<file path="src/rtl/uart_alu_ctrl.sv">
// Sequencer between uart_rx, a combinational ALU and uart_tx.
// Collects A, B, opcode; launches the result; flags timeouts and overruns.
module uart_alu_ctrl #(
  parameter int NB_DATA     = 8,
  parameter int NB_OP       = 6,
  parameter int TIMEOUT_CYC = 1000000
) (
  input  logic               clk,
  input  logic               reset,
  input  logic               rx_done_tick,
  input  logic [NB_DATA-1:0] rx_data,
  input  logic [NB_DATA-1:0] alu_result,
  input  logic               tx_done_tick,
  output logic [NB_DATA-1:0] alu_a,
  output logic [NB_DATA-1:0] alu_b,
  output logic [NB_OP-1:0]   alu_op,
  output logic [NB_DATA-1:0] tx_data,
  output logic               tx_start,
  output logic               busy,
  output logic               err_timeout,
  output logic               err_overrun
);

  localparam int CW =
    (TIMEOUT_CYC > 0) ? $clog2(TIMEOUT_CYC + 1) : 1;
  localparam logic [CW-1:0] CNT_LAST =
    (TIMEOUT_CYC > 0) ? CW'(TIMEOUT_CYC - 1) : '0;
  localparam logic TO_EN = (TIMEOUT_CYC > 0);

  typedef enum logic [2:0] {
    WAIT_A, WAIT_B, WAIT_OP, EXEC, SEND, WAIT_TX
  } state_t;

  state_t             state_q, state_d;
  logic [NB_DATA-1:0] a_q, a_d, b_q, b_d, tx_q, tx_d;
  logic [NB_OP-1:0]   op_q, op_d;
  logic [CW-1:0]      cnt_q, cnt_d;
  logic               err_to_q, err_to_d;
  logic               err_ov_q, err_ov_d;
  logic               busy_s, expired;

  assign busy_s = (state_q == EXEC) || (state_q == SEND) ||
                  (state_q == WAIT_TX);
  assign expired = TO_EN && (cnt_q == CNT_LAST);

  always_comb begin
    state_d  = state_q;
    a_d      = a_q;
    b_d      = b_q;
    op_d     = op_q;
    tx_d     = tx_q;
    cnt_d    = '0;
    err_to_d = 1'b0;
    err_ov_d = busy_s && rx_done_tick;
    unique case (state_q)
      WAIT_A: if (rx_done_tick) begin
        a_d     = rx_data;
        state_d = WAIT_B;
      end
      WAIT_B, WAIT_OP: begin
        if (rx_done_tick) begin
          if (state_q == WAIT_B) begin
            b_d     = rx_data;
            state_d = WAIT_OP;
          end else begin
            op_d    = rx_data[NB_OP-1:0];
            state_d = EXEC;
          end
        end else if (expired) begin
          err_to_d = 1'b1;
          state_d  = WAIT_A;
        end else if (TO_EN) begin
          cnt_d = (cnt_q == '1) ? cnt_q : cnt_q + 1'b1;
        end
      end
      EXEC: begin
        tx_d    = alu_result;
        state_d = SEND;
      end
      SEND: state_d = WAIT_TX;
      WAIT_TX: if (tx_done_tick) state_d = WAIT_A;
      default: state_d = WAIT_A;
    endcase
  end

  always_ff @(posedge clk) begin
    if (reset) begin
      state_q  <= WAIT_A;
      a_q      <= '0;
      b_q      <= '0;
      op_q     <= '0;
      tx_q     <= '0;
      cnt_q    <= '0;
      err_to_q <= 1'b0;
      err_ov_q <= 1'b0;
    end else begin
      state_q  <= state_d;
      a_q      <= a_d;
      b_q      <= b_d;
      op_q     <= op_d;
      tx_q     <= tx_d;
      cnt_q    <= cnt_d;
      err_to_q <= err_to_d;
      err_ov_q <= err_ov_d;
    end
  end

  // Strobes come straight off the state register, no input path.
  assign tx_start    = (state_q == SEND);
  assign busy        = busy_s;
  assign alu_a       = a_q;
  assign alu_b       = b_q;
  assign alu_op      = op_q;
  assign tx_data     = tx_q;
  assign err_timeout = err_to_q;
  assign err_overrun = err_ov_q;

endmodule
</file>
<file path="config.mk">
export PLATFORM = sky130hd
export DESIGN_NAME = uart_alu_ctrl
export DESIGN_NICKNAME = d
export VERILOG_FILES = /design/src/rtl/uart_alu_ctrl.sv
export SDC_FILE = /design/constraint.sdc
export NUM_CORES = 1
export LEC_CHECK = 0
export BUFFER_PORTS_ARGS = -buffer_cell sky130_fd_sc_hd__clkbuf_2
export CELL_PAD_IN_SITES_DETAIL_PLACEMENT = 1
export CELL_PAD_IN_SITES_GLOBAL_PLACEMENT = 1
export CORE_MARGIN = 1.5
export CORE_UTILIZATION = 36
export CTS_BUF_LIST = sky130_fd_sc_hd__clkbuf_4 sky130_fd_sc_hd__clkbuf_8 sky130_fd_sc_hd__clkbuf_16
export DETAILED_ROUTE_END_ITERATION = 8
export GPL_ROUTABILITY_DRIVEN = 1
export PLACE_DENSITY_LB_ADDON = 0.3
export SETUP_SLACK_MARGIN = 0.3
export SLEW_MARGIN = 0
export SYNTH_ARGS = -nofsm -noshare
export SYNTH_HDL_FRONTEND = slang
export SYNTH_SLANG_ARGS = --single-unit
</file>
<file path="constraint.sdc">
create_clock -name clk -period 2.1 [get_ports clk]
set_input_delay 0.315 -clock clk [delete_from_list [all_inputs] [get_ports clk]]
set_output_delay 0.315 -clock clk [all_outputs]
set_load 0.02 [all_outputs]
</file>
==> results of run 1 <==
==> how the worst min path moves through the flow <==
stage | from | end | slack [ns] | cells after the start
after floorplan | rx_data[5] | alu_a[5] | 0.45 | 2
after global routing | rx_data[7] | alu_a[7] | 0.22 | 3
after detailed placement | alu_a[5] | alu_a[5] | 0.45 | 2
after CTS | rx_data[6] | alu_a[6] | 0.21 | 3
final | rx_data[7] | alu_a[7] | 0.22 | 3
after global placement | alu_a[0] | alu_a[0] | 0.44 | 2
==> synth_stat cells (all sizes together) <==
library cell / number / area (um^2)
inv: 1 / 3.75
nand3: 8 / 40.0
nand2b: 3 / 18.8
a21o: 1 / 7.51
buf: 3 / 17.5
nor3: 5 / 30.0
o2111a: 1 / 11.3
nand4: 4 / 25.0
o22ai: 1 / 6.26
nand3b: 2 / 15.0
nor2: 30 / 113
or4b: 1 / 10.0
o21ai: 9 / 45.0
o31ai: 2 / 15.0
or2: 1 / 6.26
mux2i: 28 / 280
and4b: 1 / 10.0
and3: 4 / 25.0
and3b: 2 / 17.5
ha: 1 / 12.5
a221o: 1 / 10.0
nor3b: 1 / 7.51
a21oi: 21 / 105
and2: 4 / 25.0
nor4: 7 / 43.8
nor2b: 1 / 6.26
a31oi: 5 / 31.3
nand2: 32 / 120
dfxtp: 55 / 1100
or4: 2 / 15.0
xnor2: 1 / 8.76
clkbuf: 13 / 70.1
a211oi: 9 / 67.6
o211ai: 2 / 15.0
a21boi: 1 / 7.51
and4: 4 / 36.3
o31a: 1 / 8.76
or3: 5 / 31.3
==> worst reg2reg max path, cell delays in order (launching register included) <==
cell and delay, ns:
dfxtp_2 0.33, or4b_4 0.53, or3_4 0.40, a221o_1 0.36
o31a_1 0.24
==> metrics by stage <==
step           util (%)  hold slack (ns)  setup WS (ns)  total power [W]  cells
2_1_floorplan         -            0.448          0.104          0.00158    273
5_1_grt            47.9            0.219          0.108          0.00248    415
6_report           47.9            0.223          0.154          0.00234    415
3_5_place_dp       44.1            0.454         0.0646          0.00174    404
4_1_cts            46.2            0.212          0.109          0.00237    414
3_3_place_gp       44.1            0.442         0.0969          0.00173    404
==> cell type report <==
cell class                      count  area (um^2)  share of cell area, %
Sequential cell                    55         1110                   35.9
Clock buffer                        5         68.8                   2.24
Clock inverter                      2         17.5                  0.569
Timing Repair Buffer               74          442                   14.3
Multi-Input combinational cell    201         1340                   43.7
Tap cell                           77         96.3                   3.13
Inverter                            1         3.75                  0.122
==> repair_timing <==
item,4_1_cts,5_1_grt
pin swaps,3,7
setup endpoints to repair,20,30
setup buffers,3,1
gates resized for setup,7,27
==> layer usage <==
metal  wire length [um]  up-vias  track usage (%)
met2               3190       39             30.7
met5                  0        -                0
met3                290        7             4.67
met4                 81        0             7.30
li1                   -     1112                -
met1               2950     1086             22.3
==> power groups by stage <==
stage               clock network [W]  logic (W)  registers (W)
detailed placement                  0   0.000534        0.00121
CTS                          0.000637   0.000545        0.00119
finish                       0.000608   0.000552        0.00118
global placement                    0   0.000525        0.00120
floorplan                           0   0.000323        0.00126
global route                 0.000668   0.000613        0.00120
==> logic make-up (layout without fill, tap and decap cells) <==
logic type	Yosys count	count (layout)	share of synthesized area, %
flops	55	55	45.5
simple gates	117	117	24.6
mux	28	28	11.6
fa+ha+maj	1	1	0.517
xor+xnor	1	1	0.362
compound gates	54	54	13.7
buf+inv	17	82	3.77
==> flip-flops by register name, indices dropped and copies added, names as in the netlist <==
signal,count
cnt_q,20
alu_a,8
alu_b,8
tx_data,8
alu_op,6
state_q,3
err_overrun,1
err_timeout,1
==> summary.md, run 1 <==
| Metric | Value |
|---|---|
| Total wirelength of the detailed-routed design | roughly 6500 um |
| Instance count of the mapped netlist | roughly 270 |
| Via-to-Cell Ratio | 5.41 |
| CTS Root Cell | clkbuf_8 |
| Clock Skew | 0.00667 ns |
| Dpl hpwl | approximately 4600 um |
| Family with the most delay on the worst path | simple AND/OR/NAND/NOR gates |
| Overall via count from detail_route | between 2,000 and 2,500 |
| Number of unique standard cell types used by synthesis | 44 |
| Cts bufs inserted | 5 |
| Net Switching | slightly below 0.0008 W |
| R2R cell count | 4 |
| Number of hold buffers added after CTS | 0 |
| Fin nets | approximately 360 |
| Crit path launch type | register |
| Clock slew seen by the registers of the worst setup and hold paths | around 0.10 ns |
| Achievable Freq | about 0.51 GHz |
| Unrepaired setup endpoints after global routing | true |
| Peak ir drop on the vdd network | 342 uV |
| Gpl congestion | between 0.7 and 0.8 |
| Number of failing hold endpoints at the final stage | 0 |
| Most frequent cells in the layout | clkbuf_2, dfxtp_1, nand2_1, nor2_1, mux2i_1 |
| Die Y-Extent | 85.0 um |
| Total track usage | between 10% and 20% |
| Register-to-Register Setup Slack | 0.15 ns |
| TritonCTS clock tree | built |
| Relative contribution of the clock network to total power | about a quarter |
| Share of final-layout standard cells stronger than drive strength 1 | 32.8% |
| Die X | 85.0 um |
| Max-cap violations | 0 |
| Mapped Area | between 2000 and 2500 um^2 |
| DRC viols | 0 |
| Clock latency on the worst-skew pair | ~0.32 ns |
| Source of the worst register-to-register timing path | cnt_q[10] |
| Total number of clock tree sinks | 55 |
| Global-route wire length before repair | approximately 11,000 um |
| Total count of max-transition violations in the final report | 0 |
| Worst slew margin relative to its limit | about 65% |
| H-tree levels | 2 |
| Number of antenna cells inserted | 0 |
| Slew at the pin with the worst max-slew slack | 0.517 ns |
| Start point of the critical path | cnt_q[10] |
| Destination of the worst register-to-register timing path | state_q[1] |
| Slowest Stage Delay on Critical Path | between 0.5 and 0.6 ns |
| Critical-path maximum fanout | 2 |
| Drt first-iter violations | 65 |
| Total overflow reported by the global router | 0 |
| Maximum buffer depth of the clock tree | 2 |
| Internal power | roughly 0.0016 W |
| Tcrit/Tclk final | between 90 and 100% |
| Initial core utilization | between 30% and 40% |
| Worst endpoint data arrival time | roughly 2.2 ns |
| Most frequent standard cell in the layout excluding fill and tap cells | clkbuf_2 |
| Sequence of cells on the critical path | or4b_4 > or3_4 > a221o_1 > o31a_1 |
| Final standard cell area without fillers | roughly 3100 um^2 |
| First-pass DRT Iterations | 4 |
| Wire length per cell after detailed routing | 15.7 um |
| Largest net degree at the start of global routing | 36 |
| Final critical path time including I/O delays and setup | 1.95 ns |
| Class of the tightest hold or removal check | primary input to register |
| Standard cell area after detailed placement | between 2000 and 3000 um^2 |
| Static Leakage | 1.22 nW |
| Synthesized area divided by synthesized cell count | between 8 and 9 um^2 |
| Setup crit end kind | register |
| Number of filler cells placed in the layout | 785 |
| Core area | around 6400 um^2 |
| Initial antenna violation count | 0 |
| Combinational power share | a little under a quarter |
| Post-Synthesis Net Count | approximately 290 |
| Total die area | 7220 um^2 |
| IO Count | 54 |
| Endpoint of the most critical setup path | state_q[1] |
| Sequential group share of total power | 50.5% |
| Outcome | complete, no violations |
| Slowest CP cell | or4b_4 |
| Type of the setup path with the least slack | register to register |
| Count of input and output buffers | 53 |
| Antenna-violating nets left | 0 |
| Number of synthesized register bits | 55 |
| Area growth from synthesis to layout | 27.2% |
| # setup viols final | 0 |
| Core Rows | 29 |
| Bufs and invs on worst path | 0 |
| Critical path data required time | ~2.3 ns |
| Total negative setup slack | 0 ns |
| Sequential share of the synthesized area | approximately 46% |
| Switch share | between 30% and 40% |
| Synth warn | 0 |
| Pwr Density | ~760 nW/um^2 |
| Crit path depth | 4 |
| Vias in the first global route | between 2,000 and 2,500 |
(Power assumes the default switching activity.)
==> inputs of run 2 (changes only) <==
--- a/config.mk
+++ b/config.mk
@@ -6,14 +6,12 @@
 export NUM_CORES = 1
 export LEC_CHECK = 0
 export BUFFER_PORTS_ARGS = -buffer_cell sky130_fd_sc_hd__clkbuf_2
-export CELL_PAD_IN_SITES_DETAIL_PLACEMENT = 1
-export CELL_PAD_IN_SITES_GLOBAL_PLACEMENT = 1
 export CORE_MARGIN = 1.5
-export CORE_UTILIZATION = 36
+export CORE_UTILIZATION = 42
 export CTS_BUF_LIST = sky130_fd_sc_hd__clkbuf_4 sky130_fd_sc_hd__clkbuf_8 sky130_fd_sc_hd__clkbuf_16
 export DETAILED_ROUTE_END_ITERATION = 8
 export GPL_ROUTABILITY_DRIVEN = 1
-export PLACE_DENSITY_LB_ADDON = 0.3
+export PLACE_DENSITY = 0.67
 export SETUP_SLACK_MARGIN = 0.3
 export SLEW_MARGIN = 0
 export SYNTH_ARGS = -nofsm -noshare
==> summary.md, run 2 (synthesized netlist as in run 1, its figures left out) <==
| Metric | Value |
|---|---|
| Sequential group share of total power | 49.6% (-0.9 points) |
| Total wirelength of the detailed-routed design | 5910 um (-9.2%) |
| Critical-path maximum fanout | 5 (+3) |
| Final critical path time including I/O delays and setup | 1.98 ns (+0.0380 ns) |
| Outcome | complete, no violations |
| Area of combinational cells with multiple inputs | 1350 um^2 (+0.47%) |
| Clock slew seen by the registers of the worst setup and hold paths | 0.11 ns (about the same) |
| Core Rows | 27 (-6.9%) |
| CTS Root Cell | clkbuf_8 |
| Wire length per cell after detailed routing | 14.4 um (-8.1%) |
| First-pass DRT Iterations | 4 (unchanged) |
| Net Switching | 0.000799 W (+3.4%) |
| Total track usage | 19.2% (+0.90 points) |
| Slew at the pin with the worst max-slew slack | 0.495 ns (-0.0224 ns) |
| Largest net degree at the start of global routing | 38 (+5.6%) |
| IO Count | 54 (unchanged) |
| Source of the worst register-to-register timing path | cnt_q[8] |
| H-tree levels | 2 (unchanged) |
| Pwr Density | 773 nW/um^2 (+1.5%) |
| Achievable Freq | 0.504 GHz (-1.9%) |
| Register-to-Register Setup Slack | 0.12 ns (-0.04 ns) |
| Antenna-violating nets left | 0 (unchanged) |
| Total length of routed met2 wires | 2550 um (-20%) |
| Hold Path Depth | 3 (unchanged) |
| # setup viols final | 0 (unchanged) |
| Relative contribution of the clock network to total power | 27.2% (+1.3 points) |
| Vias in the first global route | 2,006 (-12%) |
| Total overflow reported by the global router | 0 (unchanged) |
| Die Y-Extent | 78.9 um (-7.2%) |
| DRC viols | 0 (unchanged) |
| Final hold slack | 0.216 ns (-0.00691 ns) |
| Clock Skew | 0.00529 ns (-0.00139 ns) |
| R2R cell count | 4 (unchanged) |
| Most frequent standard cell in the layout excluding fill and tap cells | clkbuf_2 |
| Combinational power share | 23.2% (-0.4 points) |
| Total count of max-transition violations in the final report | 0 (unchanged) |
| Max-cap violations | 0 (unchanged) |
| Gpl congestion | 0.878 (+11%) |
| Clock latency on the worst-skew pair | 0.32 ns (about the same) |
| Post-route met1 wirelength | 2880 um (-2.2%) |
| Destination of the worst register-to-register timing path | state_q[1] |
| Number of filler cells placed in the layout | 520 (-34%) |
| Maximum buffer depth of the clock tree | 2 (unchanged) |
| Tcrit/Tclk final | 94.5% (+1.8 points) |
| Crit path launch type | register |
| Core area | 5540 um^2 (-14%) |
| Number of failing hold endpoints at the final stage | 0 (unchanged) |
| Hold_sp | rx_data[7] |
| Worst slew margin relative to its limit | 66.8% (+1.5 points) |
| Peak ir drop on the vdd network | 505 uV (+48%) |
| Overall via count from detail_route | 2,189 (-2.5%) |
| Sequence of cells on the critical path | or4b_4 > or3_4 > a221o_1 > o31a_1 |
| Number of antenna cells inserted | 0 (unchanged) |
| Routed met3 length | 380 um (+31%) |
| Highest layer used for signal routing | met4 |
| Slowest CP cell | or4b_4 |
| Internal power | 0.00159 W (+1.1%) |
| Total die area | 6230 um^2 (-14%) |
| Share of final-layout standard cells stronger than drive strength 1 | 33.1% (+0.30 points) |
| Dpl hpwl | 3870 um (-16%) |
| Count of input and output buffers | 53 (unchanged) |
| Area growth from synthesis to layout | 27.6% |
| Die X | 78.9 um (-7.2%) |
| Initial core utilization | 43.7% (+6.0 points) |
| Most frequent cells in the layout | clkbuf_2, dfxtp_1, nand2_1, nor2_1, mux2i_1 |
| Slowest Stage Delay on Critical Path | 0.52 ns (about the same) |
| Worst endpoint data arrival time | 2.20 ns (+0.03 ns) |
| Flip-flop and latch area | 1110 um^2 (+0.34%) |
| Fin nets | 358 (-0.28%) |
| Global-route wire length before repair | 9430 um (-12%) |
| Class of the tightest hold or removal check | primary input to register |
| Setup crit end kind | register |
| Max FFs per register | 20 (unchanged) |
| Type of the setup path with the least slack | register to register |
| Critical path data required time | 2.32 ns (about the same) |
| Total number of clock tree sinks | 55 (unchanged) |
| TritonCTS clock tree | built |
| Reg with most FFs | cnt_q |
| Static Leakage | 1.23 nW (+0.73%) |
| Initial antenna violation count | 0 (unchanged) |
| Via-to-Cell Ratio | 5.34 (-1.3%) |
| Switch share | 33.5% (+0.50 points) |
| Post-route total power | 0.00239 W (+1.8%) |
| Unrepaired setup endpoints after global routing | true |
| Cts bufs inserted | 5 (unchanged) |
| Min-Delay Endpoint | alu_a[7] |
| Drt first-iter violations | 155 (+140%) |
| Total negative setup slack | 0 ns (unchanged) |
run 2: worst max-delay path by stage:
stage | to | from
3_3_place_gp | state_q[1] | cnt_q[10]
5_1_grt | state_q[1] | cnt_q[8]
2_1_floorplan | state_q[1] | cnt_q[10]
6_report | state_q[1] | cnt_q[8]
4_1_cts | state_q[1] | cnt_q[10]
3_5_place_dp | state_q[1] | cnt_q[10]
run 2: repair_timing:
item	CTS	global route
endpoints found under the hold margin	0	0
hold buffers	0	0
setup buffers	0	6
cloned	1	0
gates resized for setup	8	28
pin swaps	0	5
setup endpoints to repair	20	29
run 2: metrics by stage:
step	setup WS, ns	utilization, %	std cells	instance area, um^2
CTS	0.125	52.9	404	2930
global route	0.0798	55.7	410	3090
global placement	0.171	50.4	395	2790
detailed placement	0.119	50.4	395	2790
finish	0.116	55.7	410	3090
floorplan	0.104	-	273	2420
run 2: power by group through the flow:
stage,clock network (W),registers [W],logic [W]
3_3_place_gp,0,0.00120,0.000514
5_1_grt,0.000718,0.00119,0.000610
6_report,0.000650,0.00118,0.000555
3_5_place_dp,0,0.00121,0.000520
2_1_floorplan,0,0.00126,0.000323
4_1_cts,0.000669,0.00118,0.000537
run 2: final cells by class:
cell class                 count  share of cell area [%]
multi-input combinational    201                    43.7
sequential                    55                    35.9
timing repair buffer          73                    14.1
tap                           72                    2.92
clock buffer                   5                    2.23
clock inverter                 3                    1.01
inverter                       1                   0.122
run 2: routing by layer:
metal  vias to the layer above  global-route usage (%)
li1                       1112                       -
met1                      1004                    26.6
met2                        65                    27.2
met3                         8                    6.21
met4                         0                    8.07
met5                         -                       0
run 2: worst max-delay path: cells and delay by family (launching register included):
family,cells,cell delay (ns)
AOI/OAI and AO/OA,2,0.61
DFF,1,0.37
and+or+nand+nor,2,0.91
